[config.mk]
export PLATFORM = sky130hd
export DESIGN_NAME = ode_step_sequencer
export DESIGN_NICKNAME = d
export VERILOG_FILES = /design/src/rtl/ode_step_sequencer.sv
export SDC_FILE = /design/constraint.sdc
export NUM_CORES = 1
export LEC_CHECK = 0
export BUFFER_PORTS_ARGS = -buffer_cell sky130_fd_sc_hd__clkbuf_2
export CORE_UTILIZATION = 51
export CTS_CLUSTER_SIZE = 24
export DETAILED_ROUTE_END_ITERATION = 16
export PLACE_DENSITY = 0.78
export SYNTH_ARGS = -nofsm -noshare
export SYNTH_HDL_FRONTEND = slang
export SYNTH_SLANG_ARGS = --single-unit
[constraint.sdc]
create_clock -name clk -period 3.25 [get_ports clk]
set_input_delay 0.1625 -clock clk [delete_from_list [all_inputs] [get_ports clk]]
set_output_delay 0.1625 -clock clk [all_outputs]
set_load 0.05 [all_outputs]
[src/rtl/ode_step_sequencer.sv]
// ode_step_sequencer
//   Top-level loop controller for the ODE solver. Runs num_steps integration steps; each step
//   first sweeps an external address counter across the state vector (one load strobe, then
//   vec_len count enables), then fires the step datapath and waits for its done handshake.
//   Completion and abort are reported to the host as single-cycle pulses.
//
// Parameters
//   WORD_SIZE   width of num_steps, step_idx and addr_load_data
//   ADDR_WIDTH  width of vec_len and of the internal element index
//
// Ports
//   clk             clock, rising edge
//   rst             asynchronous reset, active low
//   start           host start request, sampled only while idle
//   num_steps       step count, latched on an accepted start
//   vec_len         elements swept per step, latched on an accepted start
//   abort           host abort, honoured in every non-idle state
//   dp_done         datapath step complete, honoured only while waiting on the datapath
//   dp_go           one-cycle pulse starting one datapath step
//   addr_load       load strobe to the address counter
//   addr_load_data  load value for the address counter (always zero)
//   addr_en         count enable to the address counter
//   step_idx        0-based index of the current step
//   busy            high in every state except idle
//   done            one-cycle pulse when all steps are complete
//   aborted         one-cycle pulse when an abort is taken
module ode_step_sequencer #(
  parameter int unsigned WORD_SIZE  = 32,
  parameter int unsigned ADDR_WIDTH = 8
) (
  input  logic                  clk,
  input  logic                  rst,
  input  logic                  start,
  input  logic [WORD_SIZE-1:0]  num_steps,
  input  logic [ADDR_WIDTH-1:0] vec_len,
  input  logic                  abort,
  input  logic                  dp_done,
  output logic                  dp_go,
  output logic                  addr_load,
  output logic [WORD_SIZE-1:0]  addr_load_data,
  output logic                  addr_en,
  output logic [WORD_SIZE-1:0]  step_idx,
  output logic                  busy,
  output logic                  done,
  output logic                  aborted
);

  typedef enum logic [2:0] {
    StIdle,
    StLoad,
    StSweep,
    StGo,
    StWait,
    StNext,
    StFinish,
    StAbort
  } state_e;

  localparam logic [WORD_SIZE-1:0]  WordOne = WORD_SIZE'(1);
  localparam logic [ADDR_WIDTH-1:0] AddrOne = ADDR_WIDTH'(1);

  state_e                state_q, state_d;
  logic [WORD_SIZE-1:0]  num_steps_q, num_steps_d;
  logic [ADDR_WIDTH-1:0] vec_len_q, vec_len_d;
  logic [ADDR_WIDTH-1:0] elem_idx_q, elem_idx_d;
  logic [WORD_SIZE-1:0]  step_idx_q, step_idx_d;

  // Last legal values of the two counters. Only consulted in states that are unreachable when
  // the corresponding latched length is zero, so the subtraction never underflows in use.
  logic [WORD_SIZE-1:0]  step_last;
  logic [ADDR_WIDTH-1:0] elem_last;

  assign step_last = num_steps_q - WordOne;
  assign elem_last = vec_len_q - AddrOne;

  always_ff @(posedge clk or negedge rst) begin
    if (!rst) begin
      state_q     <= StIdle;
      num_steps_q <= '0;
      vec_len_q   <= '0;
      elem_idx_q  <= '0;
      step_idx_q  <= '0;
    end else begin
      state_q     <= state_d;
      num_steps_q <= num_steps_d;
      vec_len_q   <= vec_len_d;
      elem_idx_q  <= elem_idx_d;
      step_idx_q  <= step_idx_d;
    end
  end

  always_comb begin
    state_d     = state_q;
    num_steps_d = num_steps_q;
    vec_len_d   = vec_len_q;
    elem_idx_d  = elem_idx_q;
    step_idx_d  = step_idx_q;

    // Abort wins over dp_done and every normal transition; step_idx is left untouched so the
    // host can read back where the run stopped.
    if (abort && (state_q != StIdle)) begin
      state_d = StAbort;
    end else begin
      unique case (state_q)
        StIdle: begin
          if (start) begin
            num_steps_d = num_steps;
            vec_len_d   = vec_len;
            step_idx_d  = '0;
            state_d     = (num_steps == '0) ? StFinish : StLoad;
          end
        end
        StLoad: begin
          elem_idx_d = '0;
          state_d    = (vec_len_q != '0) ? StSweep : StGo;
        end
        StSweep: begin
          elem_idx_d = elem_idx_q + AddrOne;
          if (elem_idx_q == elem_last) begin
            state_d = StGo;
          end
        end
        StGo: begin
          state_d = StWait;
        end
        StWait: begin
          if (dp_done) begin
            state_d = StNext;
          end
        end
        StNext: begin
          // Compare against num_steps-1 rather than incrementing first, so a count of
          // 2^WORD_SIZE-1 ends without step_idx ever wrapping.
          if (step_idx_q == step_last) begin
            state_d = StFinish;
          end else begin
            step_idx_d = step_idx_q + WordOne;
            state_d    = StLoad;
          end
        end
        StFinish: begin
          state_d = StIdle;
        end
        StAbort: begin
          state_d = StIdle;
        end
        default: begin
          state_d = StIdle;
        end
      endcase
    end
  end

  // Strobes are decoded from the state register alone, so no input reaches an output
  // combinationally.
  assign dp_go          = (state_q == StGo);
  assign addr_load      = (state_q == StLoad);
  assign addr_en        = (state_q == StSweep);
  assign done           = (state_q == StFinish);
  assign aborted        = (state_q == StAbort);
  assign busy           = (state_q != StIdle);
  assign addr_load_data = '0;
  assign step_idx       = step_idx_q;

endmodule

==> results.json <==
{
  "tightestPinTransition_ns": 1.11,
  "grt_pass1_vias": 5167,
  "cap_violations": 0,
  "hold_violations": 38,
  "overflow": 0,
  "vias_per_cell": 5.98,
  "die_h_um": 108,
  "syn_area_per_cell_um2": 8.06,
  "crit_type": "reg -> reg",
  "violations": "negative hold slack, negative setup slack",
  "layout.nets": 898,
  "critical_path.most_common_cell": "buf_6",
  "ys_ff_latch": 83,
  "path_cells": "inv_2 > ha_4 > nor4b_4 > nand2_2 > buf_6 > buf_4 > nor4b_2 > o211a_1 > o2111ai_1 > a2111o_1 > o31ai_4 > buf_6 > buf_12 > a21oi_1 > o22ai_1",
  "required_ns": 3.55,
  "final.period_utilization_pct": 101,
  "cts_tree": "built",
  "antenna_found_initial": 0,
  "port_buffers": 82,
  "clock-sinks": 83,
  "slowest_stage": "a2111o_1",
  "worstPathMaxFanout": 8,
  "ir_drop_mv": 0.481,
  "grt_use_total_pct": 28.8,
  "synth.distinct_cells": 65,
  "cts-root-buf": "clkbuf_8",
  "htreeDepth": 3,
  "fin_area_um2": 7240,
  "synth.largest_area_cell": "dfrtp_1",
  "drive_gt1_share_pct": 24.5,
  "synth_top_area_share_pct": 36.2,
  "syn_area_um2": 5740,
  "syn_inst": 712,
  "syn_to_final_growth_pct": 26.1,
  "dr.pass1.iters": 5,
  "place_ws_ns": -0.0358,
  "power_density_nw_per_um2": 767,
  "synth_ff_type": "dfrtp_1",
  "via_count": 5944,
  "cp_top_family": "compound AO/OA/AOI/OAI gates",
  "cts_max_path_buffers": 2,
  "finalSetupViolCount": 3,
  "diodes": 0,
  "endpoint_kind": "flip-flop",
  "ios": 115,
  "numCtsBuffers": 9,
  "slew_viol_final": 0,
  "yosys_warnings": 0,
  "synth-async-reset-ratio_pct": 100,
  "grt_max_degree": 84,
  "core_area_um2": 10900,
  "ys_seq_area_share_pct": 36.2,
  "worst_slack_ns": -0.0260,
  "cts.clk_slew.worst_paths_ns": 0.09,
  "max_stage_delay_ns": 0.48,
  "die_area_um2": 11700,
  "crit_buf_inv": 5,
  "routed_wl_um": 17000,
  "dpl-instance-area_um2": 6380,
  "start_util_pct": 52.7,
  "die_w_um": 108,
  "grt_first_pass_wirelength_um": 25900,
  "drt_iter0_markers": 416,
  "remaining_drc_errors": 0,
  "clock_skew_ns": 0.00782,
  "hp-class": "in -> async",
  "synth-edff-count": 0,
  "yosys-top-cells-area": "dfrtp_1, nand2_1, xnor2_1",
  "ant_nets": 0,
  "slew_headroom_pct": 25.2,
  "whs_ns": -0.0725,
  "dp_hpwl_um": 11600,
  "fmax_mhz": 305,
  "clkLatencyLatePin_ns": 0.38,
  "row_count": 38,
  "wire_per_inst_um": 17.1,
  "cp-start-kind": "flip-flop",
  "gp_congestion": 0.986,
  "outcome": "complete, but fails checks",
  "rsz0062_at_grt": "yes",
  "leakage_nw": 3.36,
  "cp.arrival_ns": 3.58,
  "fin_crit_ns": 3.28
}
==> registers in the layout, summed over array words and instances, names as in the netlist <==
signal	flops
state_q	3
step_idx	32
num_steps_q	32
vec_len_q	8
elem_idx_q	8
==> routing by layer <==
layer / share of wire, % / up-vias / global-route usage [%] / wire length [um]
met5: 0 / - / 0 / 0
met4: 2.7 / 0 / 11.0 / 456
met3: 5.6 / 37 / 3.98 / 954
met2: 47 / 275 / 44.8 / 8060
met1: 44 / 2855 / 40.6 / 7570
li1: - / 2777 / - / -
==> report_power, final <==
| part | switching (mW) | internal [mW] | total, mW |
|---|---|---|---|
| Combinational | 1.67 | 1.27 | 2.93 |
| Sequential | 0.470 | 1.33 | 1.80 |
| Clock | 0.387 | 0.431 | 0.818 |
| Total | 2.52 | 3.03 | 5.55 |
==> what timing repair did <==
action / 4_1_cts / 5_1_grt
pin swaps: 1 / 15
resized for setup: 6 / 39
gates cloned: 0 / 5
hold buffers: 21 / 0
endpoints found under the hold margin: 21 / 0
endpoints found under the setup margin: 33 / 33
setup buffers: 1 / 15
==> per-stage QoR <==
step / total power, mW / util (%) / TNS, ns / instances / hold WS [ns]
detailed placement: 4.23 / 58.6 / -0.124 / 936 / 0.358
finish: 5.55 / 66.5 / -0.0504 / 994 / -0.0725
global placement: 4.15 / 58.6 / -0.0254 / 936 / 0.353
floorplan: 3.46 / - / 0 / 743 / -0.133
global route: 5.88 / 66.5 / -2.73 / 994 / 0.00205
CTS: 5.12 / 62.8 / 0 / 974 / 0.0000304
==> layout by cell type (no fill, tap or decap), drive strengths merged, types with 3 or more instances in the layout <==
cell type and instances:
conb 32, and2 5, xnor2 32, nand3 26, or2 5, or4 35, dlygate4sd3 21, nor4 22
nor3 18, o2bb2ai 3, clkbuf 95, buf 59, xor2 16, o22ai 5, a31o 4, a31oi 6
o211ai 28, or3 11, nand2 165, inv 15, and3 11, dfrtp 83, a21oi 9, mux2i 4
a211oi 3, nand2b 5, o31a 3, o31ai 5, o21ai 36, nor2 36, nor4b 3, nand3b 3
nand4 12, ha 4
==> cell type report <==
type | count | area, um2
well taps | 140 | 175
multi-input cells | 576 | 3540
flip-flops and latches | 83 | 2080
clock buffers | 11 | 131
repair buffers | 164 | 1180
inverters | 15 | 56.3
clock inverters | 5 | 77.6
fillers | 912 | 3650
==> synth_stat cells, drive strengths merged, types with 4 or more instances <==
cell	number
mux2i	4
o22ai	5
or4	35
nor3	18
ha	4
nor4	22
nand2	165
nand4	12
or2	5
xnor2	32
inv	15
nor2	36
or3	11
xor2	16
and3	11
a31o	4
a21oi	9
o31ai	5
o21ai	36
and2	5
dfrtp	83
o211ai	28
a31oi	6
buf	40
nand2b	5
clkbuf	29
nand3	26
==> path summary, 6_finish.rpt <==
check                      slack (ns)            from  cells past startpoint         endpoint
max in group asynchronous        2.54             rst                      1   num_steps_q[6]
hold reg to reg                  0.53   elem_idx_q[7]                      1    elem_idx_q[7]
min in group clk                 0.01   num_steps[19]                      3  num_steps_q[19]
setup / recovery                -0.03  num_steps_q[1]                     15     step_idx[17]
setup reg to reg                -0.03  num_steps_q[1]                     15     step_idx[17]
hold / removal                  -0.07             rst                      1      step_idx[2]
==> cell families (layout without fill, tap and decap cells) <==
logic type | count (synthesis) | count (layout) | share of synthesized area [%]
flops | 83 | 83 | 36.2
xor+xnor | 48 | 48 | 7.32
fa+ha+maj | 4 | 4 | 0.872
mux | 5 | 5 | 0.894
simple gates | 365 | 365 | 31.8
other cells | 1 | 32 | 0.0653
buf+inv | 84 | 195 | 8.13
compound gates | 122 | 122 | 14.7
Power figures use the tool's default switching activity.
